===== src/rtl/dec_to_hex_serial.sv =====
// Serial BCD-to-binary converter: MSD-first digits in, binary result out on a valid/ready handshake.
// Optional build macro DEC_TO_HEX_SAT_EN saturates hex_out to all ones on overflow.
module dec_to_hex_serial #(
  parameter int N_DIGITS = 5,
  parameter int WIDTH    = 16,
  localparam int CW      = $clog2(N_DIGITS + 1)
) (
  input  logic             i_clk,
  input  logic             i_rst_n,
  input  logic             i_digit_valid,
  input  logic [3:0]       i_digit,
  input  logic             i_digit_last,
  output logic             o_digit_ready,
  output logic [WIDTH-1:0] o_hex_out,
  output logic             o_hex_valid,
  input  logic             i_hex_ready,
  output logic             o_overflow,
  output logic             o_err_digit,
  output logic [CW-1:0]    o_digit_count
);

  typedef enum logic [1:0] {
    S_IDLE  = 2'd0,
    S_ACCUM = 2'd1,
    S_HOLD  = 2'd2
  } state_t;

  state_t           r_state;
  state_t           w_state_nxt;
  logic [WIDTH-1:0] r_acc;
  logic [WIDTH-1:0] w_acc_nxt;
  logic             r_overflow;
  logic             w_ovf_nxt;
  logic             r_err_digit;
  logic             w_err_nxt;
  logic [CW-1:0]    r_count;
  logic [CW-1:0]    w_count_nxt;
  logic [WIDTH-1:0] r_hex_out;
  logic [WIDTH-1:0] w_hex_nxt;
  logic             r_hex_valid;
  logic             r_digit_ready;
  logic             w_accept;
  logic             w_bad;
  logic             w_full;
  logic [3:0]       w_d;
  logic [WIDTH+3:0] w_mac;

  // acc*10 + d evaluated four bits wide of the result so any carry out is visible
  function automatic logic [WIDTH+3:0] mac10(input logic [WIDTH-1:0] acc, input logic [3:0] d);
    logic [WIDTH+3:0] ext;
    ext = {4'd0, acc};
    return (ext << 3) + (ext << 1) + {{WIDTH{1'b0}}, d};
  endfunction

  // Next-state and datapath update for the current handshake
  always_comb begin
    w_state_nxt = r_state;
    w_acc_nxt   = r_acc;
    w_ovf_nxt   = r_overflow;
    w_err_nxt   = r_err_digit;
    w_count_nxt = r_count;
    w_hex_nxt   = r_hex_out;
    w_accept    = i_digit_valid & r_digit_ready;
    w_bad       = (i_digit > 4'd9);
    w_d         = w_bad ? 4'd0 : i_digit;
    w_full      = (r_count == CW'(N_DIGITS));
    w_mac       = mac10(r_acc, w_d);

    case (r_state)
      S_IDLE: begin
        if (w_accept) begin
          w_acc_nxt   = WIDTH'(w_d);
          w_ovf_nxt   = 1'b0;
          w_err_nxt   = w_bad;
          w_count_nxt = CW'(1);
          w_state_nxt = i_digit_last ? S_HOLD : S_ACCUM;
        end else begin
          w_state_nxt = S_IDLE;
        end
      end
      S_ACCUM: begin
        if (w_accept) begin
          // Digits beyond N_DIGITS are swallowed but still flag overflow
          if (w_full) begin
            w_ovf_nxt = 1'b1;
          end else begin
            w_acc_nxt   = w_mac[WIDTH-1:0];
            w_ovf_nxt   = r_overflow | (|w_mac[WIDTH+3:WIDTH]);
            w_count_nxt = r_count + CW'(1);
          end
          w_err_nxt   = r_err_digit | w_bad;
          w_state_nxt = i_digit_last ? S_HOLD : S_ACCUM;
        end else begin
          w_state_nxt = S_ACCUM;
        end
      end
      S_HOLD: begin
        if (i_hex_ready) begin
          w_state_nxt = S_IDLE;
        end else begin
          w_state_nxt = S_HOLD;
        end
      end
      default: begin
        w_state_nxt = S_IDLE;
      end
    endcase

    if (w_state_nxt == S_HOLD) begin
`ifdef DEC_TO_HEX_SAT_EN
      w_hex_nxt = w_ovf_nxt ? {WIDTH{1'b1}} : w_acc_nxt;
`else
      w_hex_nxt = w_acc_nxt;
`endif
    end else begin
      w_hex_nxt = r_hex_out;
    end
  end

  // State, datapath and registered handshake outputs
  always_ff @(posedge i_clk) begin
    if (!i_rst_n) begin
      r_state       <= S_IDLE;
      r_acc         <= '0;
      r_overflow    <= 1'b0;
      r_err_digit   <= 1'b0;
      r_count       <= '0;
      r_hex_out     <= '0;
      r_hex_valid   <= 1'b0;
      r_digit_ready <= 1'b0;
    end else begin
      r_state       <= w_state_nxt;
      r_acc         <= w_acc_nxt;
      r_overflow    <= w_ovf_nxt;
      r_err_digit   <= w_err_nxt;
      r_count       <= w_count_nxt;
      r_hex_out     <= w_hex_nxt;
      r_hex_valid   <= (w_state_nxt == S_HOLD);
      r_digit_ready <= (w_state_nxt != S_HOLD);
    end
  end

  assign o_digit_ready = r_digit_ready;
  assign o_hex_out     = r_hex_out;
  assign o_hex_valid   = r_hex_valid;
  assign o_overflow    = r_overflow;
  assign o_err_digit   = r_err_digit;
  assign o_digit_count = r_count;

endmodule


===== config.mk =====
export PLATFORM = sky130hd
export DESIGN_NAME = dec_to_hex_serial
export DESIGN_NICKNAME = d
export VERILOG_FILES = /design/src/rtl/dec_to_hex_serial.sv
export SDC_FILE = /design/constraint.sdc
export NUM_CORES = 1
export LEC_CHECK = 0
export BUFFER_PORTS_ARGS = -buffer_cell sky130_fd_sc_hd__buf_4
export CAP_MARGIN = 20
export CORE_ASPECT_RATIO = 0.7
export CORE_MARGIN = 1.5
export CORE_UTILIZATION = 58
export DETAILED_ROUTE_END_ITERATION = 12
export PLACE_DENSITY = 0.8
export SLEW_MARGIN = 20
export SYNTH_ARGS = -nofsm -noshare
export SYNTH_HDL_FRONTEND = slang
export SYNTH_SLANG_ARGS = --single-unit

===== constraint.sdc =====
create_clock -name i_clk -period 2.88 [get_ports i_clk]
set_input_delay 0.144 -clock i_clk [delete_from_list [all_inputs] [get_ports i_clk]]
set_output_delay 0.144 -clock i_clk [all_outputs]
set_load 0.03 [all_outputs]

Word level (Yosys, flattened, before mapping)
Index checks and enable logic that the tools add are counted.

operators by class
  magnitude comparators = 1
  bitwise gates (word level) = 3
  add/sub/neg operators = 3
  reduce and logical (&&, ||, !) cells = 5
  equality and inequality tests = 8
  muxes and demuxes = 21

operators with widths
  cell                                                              count
  16-bit two-way mux                                                3
  16-bit one-hot mux with 2 select lines                            1
  19-bit by 17-bit adder with 20-bit output                         1
  20-bit by 4-bit adder with 20-bit output                          1
  3-bit two-way mux                                                 3
  2-bit two-way mux                                                 4
  2-bit != test (second input constant)                             4
  2-bit one-hot mux with 3 select lines                             1
  3-bit one-hot mux with 2 select lines                             1
  1-bit two-way mux                                                 5
  2-bit == test (second input constant)                             2
  4-bit > comparator (second input constant)                        1
  4-bit two-way mux                                                 1
  1-bit one-hot mux with 2 select lines                             2
  4-bit AND reduction                                               1
  4-bit OR reduction                                                1
  3-bit by 1-bit adder with 3-bit output (second input constant)    1
  3-bit == test (second input constant)                             1
  3-bit AND reduction                                               1
  2-bit by 1-bit == test with 1-bit output (second input constant)  1
  2-bit logical NOT                                                 1
  1-bit bitwise OR                                                  2
  2-bit nonzero test                                                1
  1-bit bitwise AND                                                 1

word-level totals
  input port bits = 9
  output and inout bits = 23
  bits in registers = 41
  logic and storage cells = 49

Logic depth before layout (Yosys ltp)
  depth in word-level cells = 8
  mapped depth = 12
  mapped depth without buffers = 12

Worst setup path after synthesis
Ideal clock, no wire load.

  path kind = reg-to-reg
  from = register r_acc[0]
  to = register r_overflow (netlist: o_overflow)
  clock period less this slack = 2.569 ns
  setup slack = 0.311 ns
  library setup time = 0.080 ns
  data arrival time = 2.490 ns
  required time = 2.800 ns
  buffers on the path = 0
  stages on the path, launching flop included = 11
  cells stage by stage = dfxtp_1 fa_1 inv_1 fa_1 nand2b_1 a21oi_1 o21ai_0 a211oi_1 mux2i_1 nor3_1 a211oi_2

on the way
  word-level cells in the longest chain between the ends = 7

RTL lines
  element                                    RTL line  text
  start, declared                            30        logic [WIDTH-1:0] r_acc;
  start signal, assigned                     133       r_acc <= w_acc_nxt;
  19-bit by 17-bit adder with 20-bit output  52        return (ext << 3) + (ext << 1) + {{WIDTH{1'b0}}, d};
  20-bit by 4-bit adder with 20-bit output   52
  4-bit OR reduction                         88        w_ovf_nxt = r_overflow | (|w_mac[WIDTH+3:WIDTH]);
  1-bit bitwise OR                           88
  1-bit two-way mux                          84        if (w_full) begin
  1-bit two-way mux                          82        if (w_accept) begin
  1-bit one-hot mux with 2 select lines      69        case (r_state)
  end signal, assigned                       134       r_overflow <= w_ovf_nxt;
  end, declared                              32        logic r_overflow;

Every way passes these cells. The select of a mux whose other input is x is not followed.
A chain may end at the register's enable or synchronous reset.

Final worst setup path
Same ends and word-level chain as after synthesis.

==> qor.yml <==
syn_nets: 338
cts_tree: "yes"
hold_path.class: "in -> reg"
synth_edf_count: 0
seqPwrFrac: 0.537
synth_cell_types: 51
clkPwrFrac: 0.333
multiInputGateArea_sq_um: 1740
synth_most_common_cell: "dfxtp_1"
ys_warn_count: 0
cp-end-kind: "register"
p_comb_frac: 0.130
timing.fmax_ghz: 0.367
synth_top_area_share: 0.312
drt-initial-drc-count: 85
wl_um: 6040
die_area_sq_um: 4950
mappedNetlistArea_sq_um: 2630
clkTransAtPathRegs_ns: 0.08
synth_seq_area_share: 0.312
ys_seq_elements: 41
ir_drop_mv: 0.359
start_util: 0.604
synthTopCellsByCount: "dfxtp_1, nor2_1, ha_1, a21oi_1, nand2_1"
root_buffer: "clkbuf_8"
antenna_found_initial: 0
htree_num_levels: 2
clockBufferDepth: 2
cp.arrival_ns: 2.94
core_sq_um: 4350
grt_usage: 0.251
io_buffers: 31
clock_sinks: 41
die_h_um: 59.3
drive_gt1_frac: 0.180
die_w_um: 83.5
gp_congestion: 0.888
first_global_vias: 1972
slew_headroom: 0.670
finalCritPeriodShare: 0.946
ys.flop_type: "dfxtp_1"
yosysTopAreaCell: "dfxtp_1"
fin_util: 0.687
outcome: "finished, final reports clean"
register_area_sq_um: 821
routed-via-count: 2202
p_leak_nw: 1.38
cts_setup_buffers: 0
p_switching_uw: 312
post-dp-hpwl_um: 4430
rr_worst_depth: 10
async_flop_share: 0
worst-endpoint-required_ns: 3.10
r2r_slack_ns: 0.16
worstSetupEndpoint: "o_overflow"
crit_cells: 10
critPathTopFamily: "adder cells"
max_stage_delay_ns: 0.57
crit_path_top_delay_cell: "fa_1"
hold_slack_ns: 0.196
synth.avg_cell_area_sq_um: 8.95
vias_per_cell: 5.83
layout.nets: 366
grt.overflow.total: 0
critPathLaunchType: "register"
synth_cells: 294
cp_num_buf_inv: 1
fin_worst_skew_ns: 0.00717
tightest_slew_ns: 0.494
ys_top_cells_by_area: "dfxtp_1, ha_1, nor2_1, mux2i_1, a21oi_1"
path_cells: "fa_1, inv_1, fa_1, nand2b_1, a21oi_2, o21ai_0, a211oi_2, mux2i_1, nor3_1, a211oi_2"
hold_viol_final: 0
firstDrtPassIters: 4
nFillCells: 377
final_cell_area_sq_um: 2990
antennaDiodeCount: 0
placed_area_sq_um: 2900
power_density_nw_per_um2: 373
crit_type: "reg -> reg"
timing.max_cap.violations: 0
switching_share: 0.279
row_count: 20
critPathMaxFanout: 3
num_io_pins: 32
internal-power_uw: 805
setup_viol: 0
period_needed_ns: 2.72
rsz0062_at_grt: "no"
post-route-drc-count: 0
wire_per_inst_um: 16.0
grt_max_degree: 32
report.final.slew_viol_count: 0
ant_nets: 0
area_growth_pct: 13.8
crit_start: "r_acc[0]"
numCtsBuffers: 5
tns_ns: 0
insertion_delay_ns: 0.29
reg2reg_from: "r_acc[0]"
r2r_end: "o_overflow"
grt_pass1_wl_um: 9660
-- state kept, by name, summed over array words and instances, names as in the netlist --
signal / flops
o_digit_count: 3
o_digit_ready: 1
r_state: 2
o_overflow: 1
o_err_digit: 1
o_hex_valid: 1
o_hex_out: 16
r_acc: 16
-- power by group through the flow --
stage | Clock (mW) | Combinational, mW | Sequential, mW
finish | 0.372 | 0.145 | 0.600
global route | 0.395 | 0.157 | 0.602
CTS | 0.378 | 0.145 | 0.599
detailed placement | 0 | 0.145 | 0.613
global placement | 0 | 0.142 | 0.612
floorplan | 0 | 0.0679 | 0.636
-- cell type report --
cell class	count	share of cell area
clock inverter	3	0.00585
inverter	7	0.00878
multi-input combinational	234	0.582
timing repair buffer	33	0.0828
sequential	41	0.274
clock buffer	5	0.0230
tap	55	0.0230
-- per-layer routing --
layer | routed length (um) | vias to the layer above | global-route usage
met1 | 3270 | 1016 | 0.372
li1 | - | 1132 | -
met5 | 0 | - | 0
met2 | 2380 | 50 | 0.368
met3 | 355 | 4 | 0.0641
met4 | 31 | 0 | 0.0562
-- per-stage QoR --
step,cells,worst slack [ns],power [mW]
after detailed placement,370,-0.0493,0.757
after floorplan,294,0.311,0.704
after global placement,370,0.115,0.755
after CTS,378,0.0590,1.12
after global routing,378,0.00483,1.15
final,378,0.156,1.12
-- repair_timing --
item	CTS	global route
resized for setup	0	2
endpoints found under the setup margin	0	2
hold buffers	0	0
-- worst min-delay path by stage --
stage,start,endpoint,cells past startpoint
2_1_floorplan,i_rst_n,o_hex_out[10],2
3_3_place_gp,o_err_digit,o_err_digit,2
3_5_place_dp,o_err_digit,o_err_digit,2
4_1_cts,i_rst_n,o_digit_count[0],2
5_1_grt,i_rst_n,o_digit_count[0],2
6_report,i_rst_n,o_digit_count[0],2
-- cells by family after synthesis --
| family | synth area share |
|---|---|
| and+or+nand+nor | 0.194 |
| AOI/OAI and AO/OA | 0.205 |
| xor gates and xnor gates | 0.0333 |
| muxes | 0.0542 |
| adders and majority gates | 0.172 |
| buffers and inverters | 0.0300 |
| DFF | 0.312 |
-- cells in the final DEF (no fill, tap or decap), drive strengths merged, types with 10 or more instances in the layout --
cell	netlist	final
nand2	19	19
a21oi	23	23
ha	33	33
a211oi	10	10
nor2	35	35
mux2i	12	12
o21ai	14	14
buf	6	33
dfxtp	41	41
No activity file was read; power rests on OpenSTA's default activity.
